File: src/rtl/mpmc11_resp_burst_cnt.sv
// mpmc11_resp_burst_cnt
//   Response-side beat counter for one mpmc11 strip read transaction.
//   Counts returned read-data beats, tracks commands issued but not yet
//   answered, produces the strip-buffer write index, and reports completion
//   or protocol errors (unsolicited beat, outstanding overflow, timeout).
//
// Ports
//   rst           async active-high reset
//   clk           clock
//   abort         abandon transaction, clear counters/flags, go idle
//   arm           start a transaction (accepted in R_IDLE / R_DONE)
//   burst_len     expected beats minus one
//   req_fire      one read command accepted this cycle
//   rd_data_valid one read data beat returned this cycle
//   beat_we       strip-buffer write enable (combinational)
//   beat_idx      strip-buffer beat index (combinational)
//   resp_cnt      beats received so far
//   outstanding   commands accepted minus beats returned
//   busy          high while waiting for beats
//   done          one-cycle pulse with the final beat's count update
//   err_unsol     sticky unsolicited-beat error
//   err_ovf       sticky outstanding-overflow error
//   err_timeout   sticky timeout error
module mpmc11_resp_burst_cnt #(
  parameter int unsigned TIMEOUT = 1023
) (
  input  logic       rst,
  input  logic       clk,
  input  logic       abort,
  input  logic       arm,
  input  logic [5:0] burst_len,
  input  logic       req_fire,
  input  logic       rd_data_valid,
  output logic       beat_we,
  output logic [5:0] beat_idx,
  output logic [6:0] resp_cnt,
  output logic [6:0] outstanding,
  output logic       busy,
  output logic       done,
  output logic       err_unsol,
  output logic       err_ovf,
  output logic       err_timeout
);

  typedef enum logic [1:0] {R_IDLE, R_WAIT, R_DONE, R_ERR} state_t;

  localparam logic [16:0] TIMEOUT_W = 17'(TIMEOUT);

  state_t      state, state_n;
  logic [6:0]  resp_cnt_n, outstanding_n, exp_cnt, exp_cnt_n;
  logic [15:0] tcnt, tcnt_n;
  logic [16:0] tcnt_inc;
  logic        done_n, err_unsol_n, err_ovf_n, err_timeout_n;
  logic        in_wait, unsol, ovf;

  assign in_wait  = (state == R_WAIT);
  assign busy     = in_wait;
  assign tcnt_inc = {1'b0, tcnt} + 17'd1;

  // A beat is only legitimate while waiting and with a command in flight
  // (a command accepted in the same cycle counts as in flight).
  assign unsol = rd_data_valid && (!in_wait || (outstanding == '0 && !req_fire));
  assign ovf   = req_fire && !rd_data_valid && (outstanding == 7'd64);

  assign beat_we  = in_wait && !abort && rd_data_valid && (outstanding != '0 || req_fire);
  assign beat_idx = resp_cnt[5:0];

  always_comb begin
    state_n       = state;
    resp_cnt_n    = resp_cnt;
    outstanding_n = outstanding;
    exp_cnt_n     = exp_cnt;
    tcnt_n        = tcnt;
    done_n        = 1'b0;
    err_unsol_n   = err_unsol;
    err_ovf_n     = err_ovf;
    err_timeout_n = err_timeout;

    if (abort) begin
      state_n       = R_IDLE;
      resp_cnt_n    = '0;
      outstanding_n = '0;
      tcnt_n        = '0;
      err_unsol_n   = 1'b0;
      err_ovf_n     = 1'b0;
      err_timeout_n = 1'b0;
    end else if (state != R_ERR) begin
      if (unsol || ovf) begin
        // Counters hold; overflow leaves outstanding saturated at 64.
        state_n     = R_ERR;
        err_unsol_n = err_unsol | unsol;
        err_ovf_n   = err_ovf | ovf;
      end else if (arm && !in_wait) begin
        state_n       = R_WAIT;
        exp_cnt_n     = {1'b0, burst_len} + 7'd1;
        resp_cnt_n    = '0;
        outstanding_n = req_fire ? 7'd1 : 7'd0;
        tcnt_n        = '0;
      end else if (in_wait) begin
        case ({req_fire, rd_data_valid})
          2'b10:   outstanding_n = outstanding + 7'd1;
          2'b01:   outstanding_n = outstanding - 7'd1;
          default: outstanding_n = outstanding;
        endcase
        if (rd_data_valid) begin
          resp_cnt_n = resp_cnt + 7'd1;
          if (resp_cnt_n == exp_cnt) begin
            done_n  = 1'b1;
            state_n = R_DONE;
          end
        end
        if (req_fire || rd_data_valid) begin
          tcnt_n = '0;
        end else begin
          tcnt_n = tcnt_inc[15:0];
          if (tcnt_inc == TIMEOUT_W) begin
            err_timeout_n = 1'b1;
            state_n       = R_ERR;
          end
        end
      end else if (req_fire) begin
        // Prefetch ahead of arm in R_IDLE / R_DONE.
        outstanding_n = outstanding + 7'd1;
      end
    end
  end

  always_ff @(posedge clk or posedge rst) begin
    if (rst) begin
      state       <= R_IDLE;
      resp_cnt    <= '0;
      outstanding <= '0;
      exp_cnt     <= '0;
      tcnt        <= '0;
      done        <= 1'b0;
      err_unsol   <= 1'b0;
      err_ovf     <= 1'b0;
      err_timeout <= 1'b0;
    end else begin
      state       <= state_n;
      resp_cnt    <= resp_cnt_n;
      outstanding <= outstanding_n;
      exp_cnt     <= exp_cnt_n;
      tcnt        <= tcnt_n;
      done        <= done_n;
      err_unsol   <= err_unsol_n;
      err_ovf     <= err_ovf_n;
      err_timeout <= err_timeout_n;
    end
  end

endmodule

File: config.mk
export PLATFORM = sky130hd
export DESIGN_NAME = mpmc11_resp_burst_cnt
export DESIGN_NICKNAME = d
export VERILOG_FILES = /design/src/rtl/mpmc11_resp_burst_cnt.sv
export SDC_FILE = /design/constraint.sdc
export NUM_CORES = 1
export LEC_CHECK = 0
export CORE_ASPECT_RATIO = 0.8
export CORE_MARGIN = 4
export CORE_UTILIZATION = 53
export DETAILED_ROUTE_END_ITERATION = 10
export GPL_TIMING_DRIVEN = 0
export PLACE_DENSITY_LB_ADDON = 0.08
export SKIP_CTS_REPAIR_TIMING = 1
export SKIP_LAST_GASP = 1
export SYNTH_ARGS = -nofsm -noshare
export SYNTH_HDL_FRONTEND = slang
export SYNTH_SLANG_ARGS = --single-unit
File: constraint.sdc
create_clock -name clk -period 5.2 [get_ports clk]
set_input_delay 1.3 -clock clk [delete_from_list [all_inputs] [get_ports clk]]
set_output_delay 1.3 -clock clk [all_outputs]
set_load 0.005 [all_outputs]
==> impl_metrics.json, run 1 <==
{
  "outcome": "finished, final reports clean",
  "synth_area_per_cell_um2": 8.471,
  "clk_pin_slew_ns": 0.08,
  "critPathBufInv": 5,
  "diodes": 0,
  "vdd_drop_max_uv": 160.1,
  "critPathKind": "input pin to output pin",
  "final_nets": 406,
  "synth_cell_type_count": 53,
  "vias_per_cell": 6.080,
  "max_freq_mhz": 209.0,
  "core_area_mm2": 0.005122,
  "critical_path_required_ns": 3.90,
  "final.period_utilization": 0.9200,
  "grt_max_degree": 34,
  "finalSetupTns_ns": 0,
  "path_cells": "clkdlybuf4s50_1, clkbuf_1, nor2b_1, mux2i_1, o211ai_1, buf_4, inv_1, clkdlybuf4s50_1",
  "leakagePower_nw": 1.428,
  "drt_iter0_markers": 235,
  "drv_cap": 0,
  "gp_congestion": 0.9204,
  "maxSlewViolCount": 0,
  "wl_per_cell_um": 15.69,
  "start_kind": "input pin",
  "stdcell_count": 451,
  "fin_skew_ns": 0.004303,
  "slowest_stage": "clkdlybuf4s50_1",
  "nFillCells": 442,
  "dieArea_mm2": 0.006685,
  "p_total_mw": 0.9845,
  "place_hpwl_um": 5094,
  "hp-class": "flop to flop",
  "drt_first_pass_iters": 4,
  "path_delay_family": "buffers and inverters",
  "grt_antenna_before_repair": 0,
  "io_pins": 38,
  "clock_tree.root_cell": "clkbuf_8",
  "dpl-instance-area_mm2": 0.003348,
  "crit_path_max_fanout": 10,
  "cts.sinks": 43,
  "dp.cells": 440,
  "synth_cells": 340,
  "post-route-min-period_ns": 4.784,
  "power_density_mw_per_mm2": 282.2,
  "drive_above_1_share": 0.09254,
  "cpPeakStageDelay_ns": 0.51,
  "grt_pass1_vias": 2419,
  "postRouteAntennaNets": 0,
  "die_w_um": 90.42,
  "cts-buffers-inserted": 5,
  "grt_pass1_wl_um": 11590,
  "grtUsageTotal": 0.2138,
  "synth_edf_count": 0,
  "arrival_ns": 3.48,
  "htree_levels": 2,
  "synthesis.area_mm2": 0.002880,
  "port_buffers": 37,
  "fin_area_mm2": 0.003488,
  "relSlewSlack": 0.5923,
  "post-route-drc-count": 0,
  "final-hold-violation-count": 0,
  "overflow": 0,
  "cts.path.max_buffers": 2,
  "final_util": 0.6810,
  "cts_tree": "yes",
  "setup_viol": 0,
  "crit_top_cell": "clkdlybuf4s50_1",
  "synth_fp_nets": 358,
  "std_cell_rows": 23,
  "die_h_um": 73.94,
  "synth_async_sr_flop_share": 1.000,
  "yosys_most_used_dff": "dfrtp_1",
  "rsz0062_at_grt": "false",
  "wl_um": 7074,
  "ys_ff_latch": 43,
  "final_cell_mix": "dfrtp_1 (43), clkdlybuf4s50_1 (37), nand2_1 (33)",
  "synth-warning-count": 0,
  "endpoint_kind": "output pin",
  "vias": 2742,
  "initial_core_util": 0.5623,
  "yosysSeqAreaShare": 0.3736,
  "insertion_delay_ns": 0.30,
  "final_common_cell": "dfrtp_1",
  "tightest_slew_ns": 0.6068,
  "area_growth_pct": 21.11,
  "regToRegSetupSlack_ns": 2.38
}
## synthesized netlist by cell type (5+ instances only)
cell type | instances | share of area
nor2b_1 | 5 | 0.011
nand3_1 | 13 | 0.023
inv_1 | 13 | 0.017
nor3_1 | 5 | 0.0087
o21ai_2 | 5 | 0.015
and3_1 | 8 | 0.017
ha_1 | 6 | 0.026
dfrtp_1 | 43 | 0.37
o21ai_0 | 26 | 0.045
xor2_1 | 5 | 0.015
o31ai_1 | 10 | 0.026
o41ai_1 | 6 | 0.018
nand4_1 | 10 | 0.022
nor4_1 | 5 | 0.011
a21oi_1 | 26 | 0.045
nor2_1 | 22 | 0.029
xnor2_1 | 18 | 0.055
nand2_1 | 33 | 0.043
clkbuf_1 | 14 | 0.018
buf_4 | 6 | 0.016
## worst register-to-register path: stages, from the launching register on
cell and delay, ns:
dfrtp_1 0.54, ha_1 0.38, and4_1 0.23, clkbuf_1 0.32
nand3_1 0.21, mux2i_1 0.34, nand4_1 0.16, or3_1 0.39
a31oi_1 0.18
## cells by family after synthesis
logic type               share of synthesized area
AO/OA/AOI/OAI                               0.2276
XOR/XNOR                                   0.06994
adder cells (fa/ha/maj)                    0.02606
buffers and inverters                      0.05821
flip-flops                                  0.3736
multiplexers                               0.01434
AND/OR/NAND/NOR                             0.2302
## power by group
group	internal, mW	total [mW]	switching [mW]	leakage, nW
clock	0.156	0.276	0.120	0.0612
combinational	0.144	0.298	0.154	0.791
sequential	0.371	0.411	0.0401	0.576
## state kept, by name (all words and copies together), names as in the netlist
| signal | count |
|---|---|
| outstanding | 7 |
| resp_cnt | 7 |
| err_ovf | 1 |
| err_timeout | 1 |
| err_unsol | 1 |
| exp_cnt | 7 |
| state | 2 |
| done | 1 |
| tcnt | 16 |
## path summary, 6_finish.rpt
| kind | startpoint | cells after the start | end |
|---|---|---|---|
| max in group asynchronous | rst | 3 | err_timeout$_DFFE_PP0P_ |
| min in group asynchronous | rst | 2 | tcnt[2]$_DFFE_PP0P_ |
| hold / removal | err_unsol$_DFFE_PP0P_ | 2 | err_unsol$_DFFE_PP0P_ |
| setup reg to reg | tcnt[0]$_DFFE_PP0P_ | 8 | state[1]$_DFFE_PP0P_ |
| setup / recovery | req_fire | 8 | beat_we |
| hold reg to reg | err_unsol$_DFFE_PP0P_ | 2 | err_unsol$_DFFE_PP0P_ |
## through the flow
step	setup WS (ns)	hold slack (ns)
after floorplan	1.511	0.4683
after global routing	0.2781	0.5443
after CTS	0.06604	0.5216
after detailed placement	0.08359	0.4997
final	0.4160	0.5171
after global placement	0.09327	0.4790
## area by class of cell
| type | instances | area (um^2) | area share |
|---|---|---|---|
| clock buffers | 6 | 82.58 | 0.02367 |
| well taps | 62 | 77.57 | 0.02224 |
| flip-flops and latches | 43 | 1076 | 0.3085 |
| inverters | 13 | 48.80 | 0.01399 |
| plain buffers | 23 | 118.9 | 0.03407 |
| repair buffers | 41 | 412.9 | 0.1184 |
| clock inverters | 2 | 35.03 | 0.01004 |
| multi-input cells | 261 | 1637 | 0.4692 |
## metal layers
metal	GRT usage	vias to the layer above	share of wire
li1	-	1325	-
met1	0.3241	1298	0.50
met2	0.3137	107	0.42
met3	0.03438	12	0.063
met4	0.07301	0	0.013
met5	0	-	0
No activity file was read; power rests on OpenSTA's default activity.
==> run 2: changes to the inputs <==
GPL_TIMING_DRIVEN = default   (was 0)
==> impl_metrics.json, run 2 (synthesis gave the netlist of run 1 again) <==
{
  "std_cell_rows": 23,
  "core_area_mm2": 0.005122,
  "largest_register_ffs": 16,
  "die_h_um": 73.94,
  "slowest_stage": "clkdlybuf4s50_1",
  "place_hpwl_um": 4882,
  "htree_levels": 2,
  "vdd_drop_max_uv": 165.0,
  "wl_um": 6664,
  "overflow": 0,
  "p_sw_mw": 0.3050,
  "cpPeakStageDelay_ns": 0.72,
  "critical_path_required_ns": 3.90,
  "io_pins": 38,
  "maxSlewViolCount": 0,
  "drive_above_1_share": 0.07084,
  "insertion_delay_ns": 0.30,
  "post-route-min-period_ns": 4.616,
  "tightest_slew_ns": 0.7968,
  "postRouteAntennaNets": 0,
  "setup_viol": 0,
  "stdcell_count": 429,
  "final_common_cell": "dfrtp_1",
  "initial_core_util": 0.5623,
  "clkPwrFrac": 0.239,
  "crit_path_max_fanout": 12,
  "p_int_mw": 0.5965,
  "drt_first_pass_iters": 5,
  "path_cells": "clkdlybuf4s50_1, nor2b_1, mux2i_1, o211ai_1, inv_1, clkdlybuf4s50_1",
  "port_buffers": 37,
  "fin_skew_ns": 0.005042,
  "endpoint_kind": "output pin",
  "vias_per_cell": 6.091,
  "relSlewSlack": 0.4675,
  "clock_tree.root_cell": "clkbuf_8",
  "leakagePower_nw": 1.342,
  "grt_max_degree": 44,
  "clk_pin_slew_ns": 0.08,
  "arrival_ns": 3.32,
  "regMostFlops": "tcnt",
  "diodes": 0,
  "grt_antenna_before_repair": 0,
  "netSwitchingFraction": 0.3383,
  "dieArea_mm2": 0.006685,
  "finalSetupTns_ns": 0,
  "max_freq_mhz": 216.6,
  "area_growth_pct": 15.68,
  "final_cell_mix": "dfrtp_1 (43), clkdlybuf4s50_1 (37), nand2_1 (33)",
  "hp-class": "flop to flop",
  "cts-buffers-inserted": 5,
  "wl_per_cell_um": 15.53,
  "final_nets": 384,
  "cts.path.max_buffers": 2,
  "drv_cap": 0,
  "final-hold-violation-count": 0,
  "cts.sinks": 43,
  "start_kind": "input pin",
  "drt_iter0_markers": 219,
  "combinationalPowerShare": 0.296,
  "pwr-share-seq": 0.465,
  "final.period_utilization": 0.8877,
  "outcome": "finished, final reports clean",
  "vias": 2613,
  "power_density_mw_per_mm2": 270.6,
  "post-route-drc-count": 0,
  "die_w_um": 90.42,
  "gp_congestion": 0.9417,
  "crit_top_cell": "clkdlybuf4s50_1",
  "cts_tree": "yes",
  "grt_pass1_wl_um": 11320,
  "dp.cells": 421,
  "rsz0062_at_grt": "false",
  "grtUsageTotal": 0.2086,
  "grt_pass1_vias": 2357,
  "critPathKind": "input pin to output pin"
}
[run 2: cell count changes in the layout (fill, tap and decap cells not counted), sizes merged]
cell / change
buf: -8
bufinv: -1
clkbuf: -14
clkinv: +1
clkinvlp: +1
inv: -1
[run 2: cell type report]
class	instances	area (um^2)
clock inverters	2	12.51
well taps	62	77.57
multi-input cells	261	1637
inverters	13	48.80
clock buffers	6	72.57
fillers	467	1790
repair buffers	42	407.9
flip-flops and latches	43	1076
[run 2: critical path: cells and delay by family]
family | cells | cell delay [ns]
mux | 1 | 0.14
simple gates | 1 | 0.27
buf+inv | 3 | 1.30
compound gates | 1 | 0.29
[run 2: stage by stage]
| stage | worst slack, ns | utilization | cell area (um^2) | power [mW] | hold WS (ns) |
|---|---|---|---|---|---|
| 2_1_floorplan | 1.511 | - | 2880 | 0.6037 | 0.4683 |
| 3_3_place_gp | 0.7108 | 0.6339 | 3247 | 0.6898 | 0.4890 |
| 3_5_place_dp | 0.6242 | 0.6339 | 3247 | 0.6917 | 0.4939 |
| 4_1_cts | 0.6157 | 0.6505 | 3332 | 0.9039 | 0.5121 |
| 5_1_grt | 0.5055 | 0.6505 | 3332 | 0.9630 | 0.5395 |
| 6_report | 0.5838 | 0.6505 | 3332 | 0.9015 | 0.5023 |
[run 2: path summary, 6_finish.rpt]
kind	start	end	slack, ns	cells past startpoint
worst max-delay path	req_fire	beat_we	0.58	6
worst min-delay path	err_ovf$_DFFE_PP0P_	err_ovf$_DFFE_PP0P_	0.50	2
worst max register to register	outstanding[0]$_DFFE_PP0P_	tcnt[10]$_DFFE_PP0P_	2.26	8
worst min register to register	err_ovf$_DFFE_PP0P_	err_ovf$_DFFE_PP0P_	0.50	2
max in group asynchronous	rst	state[1]$_DFFE_PP0P_	3.40	3
min in group asynchronous	rst	tcnt[4]$_DFFE_PP0P_	1.42	3
[run 2: layer usage]
metal	vias up	share of wire	GRT usage
li1	1281	-	-
met1	1229	0.50	0.3099
met2	96	0.42	0.3228
met3	7	0.072	0.03337
met4	0	0.0087	0.05263
met5	-	0	0
[run 2: power groups by stage]
stage | combinational (mW) | clock [mW] | sequential (mW)
floorplan | 0.194 | 0 | 0.410
global placement | 0.265 | 0 | 0.425
detailed placement | 0.266 | 0 | 0.426
CTS | 0.268 | 0.217 | 0.419
global route | 0.302 | 0.234 | 0.427
finish | 0.267 | 0.215 | 0.419
==> run 3: changes to the inputs <==
CELL_PAD_IN_SITES_DETAIL_PLACEMENT = 0   (was default)
CELL_PAD_IN_SITES_GLOBAL_PLACEMENT = 1   (was default)
CORE_UTILIZATION = 45   (was 53)
SKIP_CTS_REPAIR_TIMING = default   (was 1)
==> impl_metrics.json, run 3 (synthesis gave the netlist of run 1 again) <==
{
  "setup_viol": 0,
  "clkPwrFrac": 0.276,
  "p_sw_mw": 0.3094,
  "io_pins": 38,
  "dp.cells": 440,
  "grt_pass1_vias": 2390,
  "leakagePower_nw": 1.351,
  "drive_above_1_share": 0.07104,
  "ctsHoldBuffers": 0,
  "rsz0062_at_grt": "false",
  "pwr-share-seq": 0.442,
  "cp-startpoint": "req_fire",
  "insertion_delay_ns": 0.30,
  "dieArea_mm2": 0.007752,
  "p_int_mw": 0.6430,
  "clk_pin_slew_ns": 0.09,
  "vias": 2549,
  "fin_skew_ns": 0.004246,
  "maxSlewViolCount": 0,
  "diodes": 0,
  "wl_um": 6991,
  "clock_tree.root_cell": "clkbuf_8",
  "crit_path_max_fanout": 12,
  "regMostFlops": "tcnt",
  "endpoint_kind": "output pin",
  "cts_tree": "yes",
  "netSwitchingFraction": 0.3248,
  "outcome": "finished, final reports clean",
  "vdd_drop_max_uv": 132.6,
  "start_kind": "input pin",
  "final-hold-violation-count": 0,
  "combinationalPowerShare": 0.283,
  "largest_register_ffs": 16,
  "drv_cap": 0,
  "ctsResizeCount": 0,
  "hp-start": "err_unsol$_DFFE_PP0P_",
  "critPathKind": "input pin to output pin",
  "gp_congestion": 0.8651,
  "tightest_slew_ns": 0.8482,
  "grt_antenna_before_repair": 0,
  "post-route-drc-count": 0,
  "cts.path.max_buffers": 2,
  "max_freq_mhz": 218.0,
  "overflow": 0,
  "final.period_utilization": 0.8820,
  "grt_pass1_wl_um": 11850,
  "core_area_mm2": 0.006068,
  "stdcell_count": 447,
  "vias_per_cell": 5.702,
  "area_growth_pct": 17.25,
  "final_nets": 384,
  "r2r-start": "outstanding[0]$_DFFE_PP0P_",
  "grt_max_degree": 44,
  "drt_first_pass_iters": 5,
  "finalSetupTns_ns": 0,
  "wl_per_cell_um": 15.64,
  "arrival_ns": 3.29,
  "critical_path_required_ns": 3.90,
  "std_cell_rows": 25,
  "hp-class": "flop to flop",
  "die_w_um": 97.45,
  "drt_iter0_markers": 153,
  "die_h_um": 79.56,
  "port_buffers": 37,
  "power_density_mw_per_mm2": 282.0,
  "cts-buffers-inserted": 5,
  "post_cts_buffers": 0,
  "cts.sinks": 43,
  "postRouteAntennaNets": 0,
  "place_hpwl_um": 5088,
  "post-route-min-period_ns": 4.586,
  "final_common_cell": "dfrtp_1",
  "grtUsageTotal": 0.1859,
  "htree_levels": 2,
  "relSlewSlack": 0.4332,
  "initial_core_util": 0.4746,
  "final_cell_mix": "dfrtp_1 (43), clkdlybuf4s50_1 (37), nand2_1 (33)"
}
run 3: cell count changes in the layout (fill, tap and decap cells not counted), sizes merged:
| cell | change |
|---|---|
| bufinv | +1 |
| clkbuf | -1 |
| clkinv | -1 |
run 3: through the flow:
stage / hold slack (ns) / cell area, um^2 / util / worst slack [ns] / total power, mW
after floorplan: 0.4683 / 2880 / - / 1.511 / 0.6037
after global routing: 0.5664 / 3377 / 0.5565 / 0.4684 / 1.014
after CTS: 0.5155 / 3377 / 0.5565 / 0.6481 / 0.9595
final: 0.5055 / 3377 / 0.5565 / 0.6136 / 0.9524
after detailed placement: 0.4935 / 3271 / 0.5390 / 0.6619 / 0.6981
after global placement: 0.4854 / 3271 / 0.5390 / 0.6847 / 0.6944
run 3: worst paths after layout:
check | end | slack (ns) | cells past startpoint
min reg2reg | err_unsol$_DFFE_PP0P_ | 0.51 | 2
max reg2reg | tcnt[10]$_DFFE_PP0P_ | 2.26 | 8
min in group asynchronous | tcnt[4]$_DFFE_PP0P_ | 1.43 | 3
min | err_unsol$_DFFE_PP0P_ | 0.51 | 2
max in group asynchronous | outstanding[5]$_DFFE_PP0P_ | 3.37 | 3
max | beat_we | 0.61 | 6
run 3: worst max-delay path, stage by stage:
cell and delay [ns]:
clkdlybuf4s50_1 0.72, nor2b_1 0.26, mux2i_1 0.12, o211ai_1 0.29
inv_1 0.13, clkdlybuf4s50_1 0.47
run 3: routing by layer:
metal,GRT usage,vias to the layer above,wire (um)
met4,0.05394,0,91
met5,0,-,0
met2,0.2750,63,3007
met3,0.03406,11,311
met1,0.2764,1190,3581
li1,-,1285,-
run 3: area by class of cell:
class / count / area [um^2]
Tap cell: 81 / 101.3
Clock buffer: 5 / 68.82
Sequential cell: 43 / 1076
Clock inverter: 2 / 37.54
Fill cell: 567 / 2691
Timing Repair Buffer: 42 / 407.9
Multi-Input combinational cell: 261 / 1637
Inverter: 13 / 48.80
run 3: power by group through the flow:
stage               Combinational [mW]  Clock (mW)  Sequential (mW)
floorplan                        0.194           0            0.410
global placement                 0.268           0            0.427
detailed placement               0.270           0            0.428
CTS                              0.272       0.267            0.421
global route                     0.300       0.285            0.428
finish                           0.269       0.262            0.421
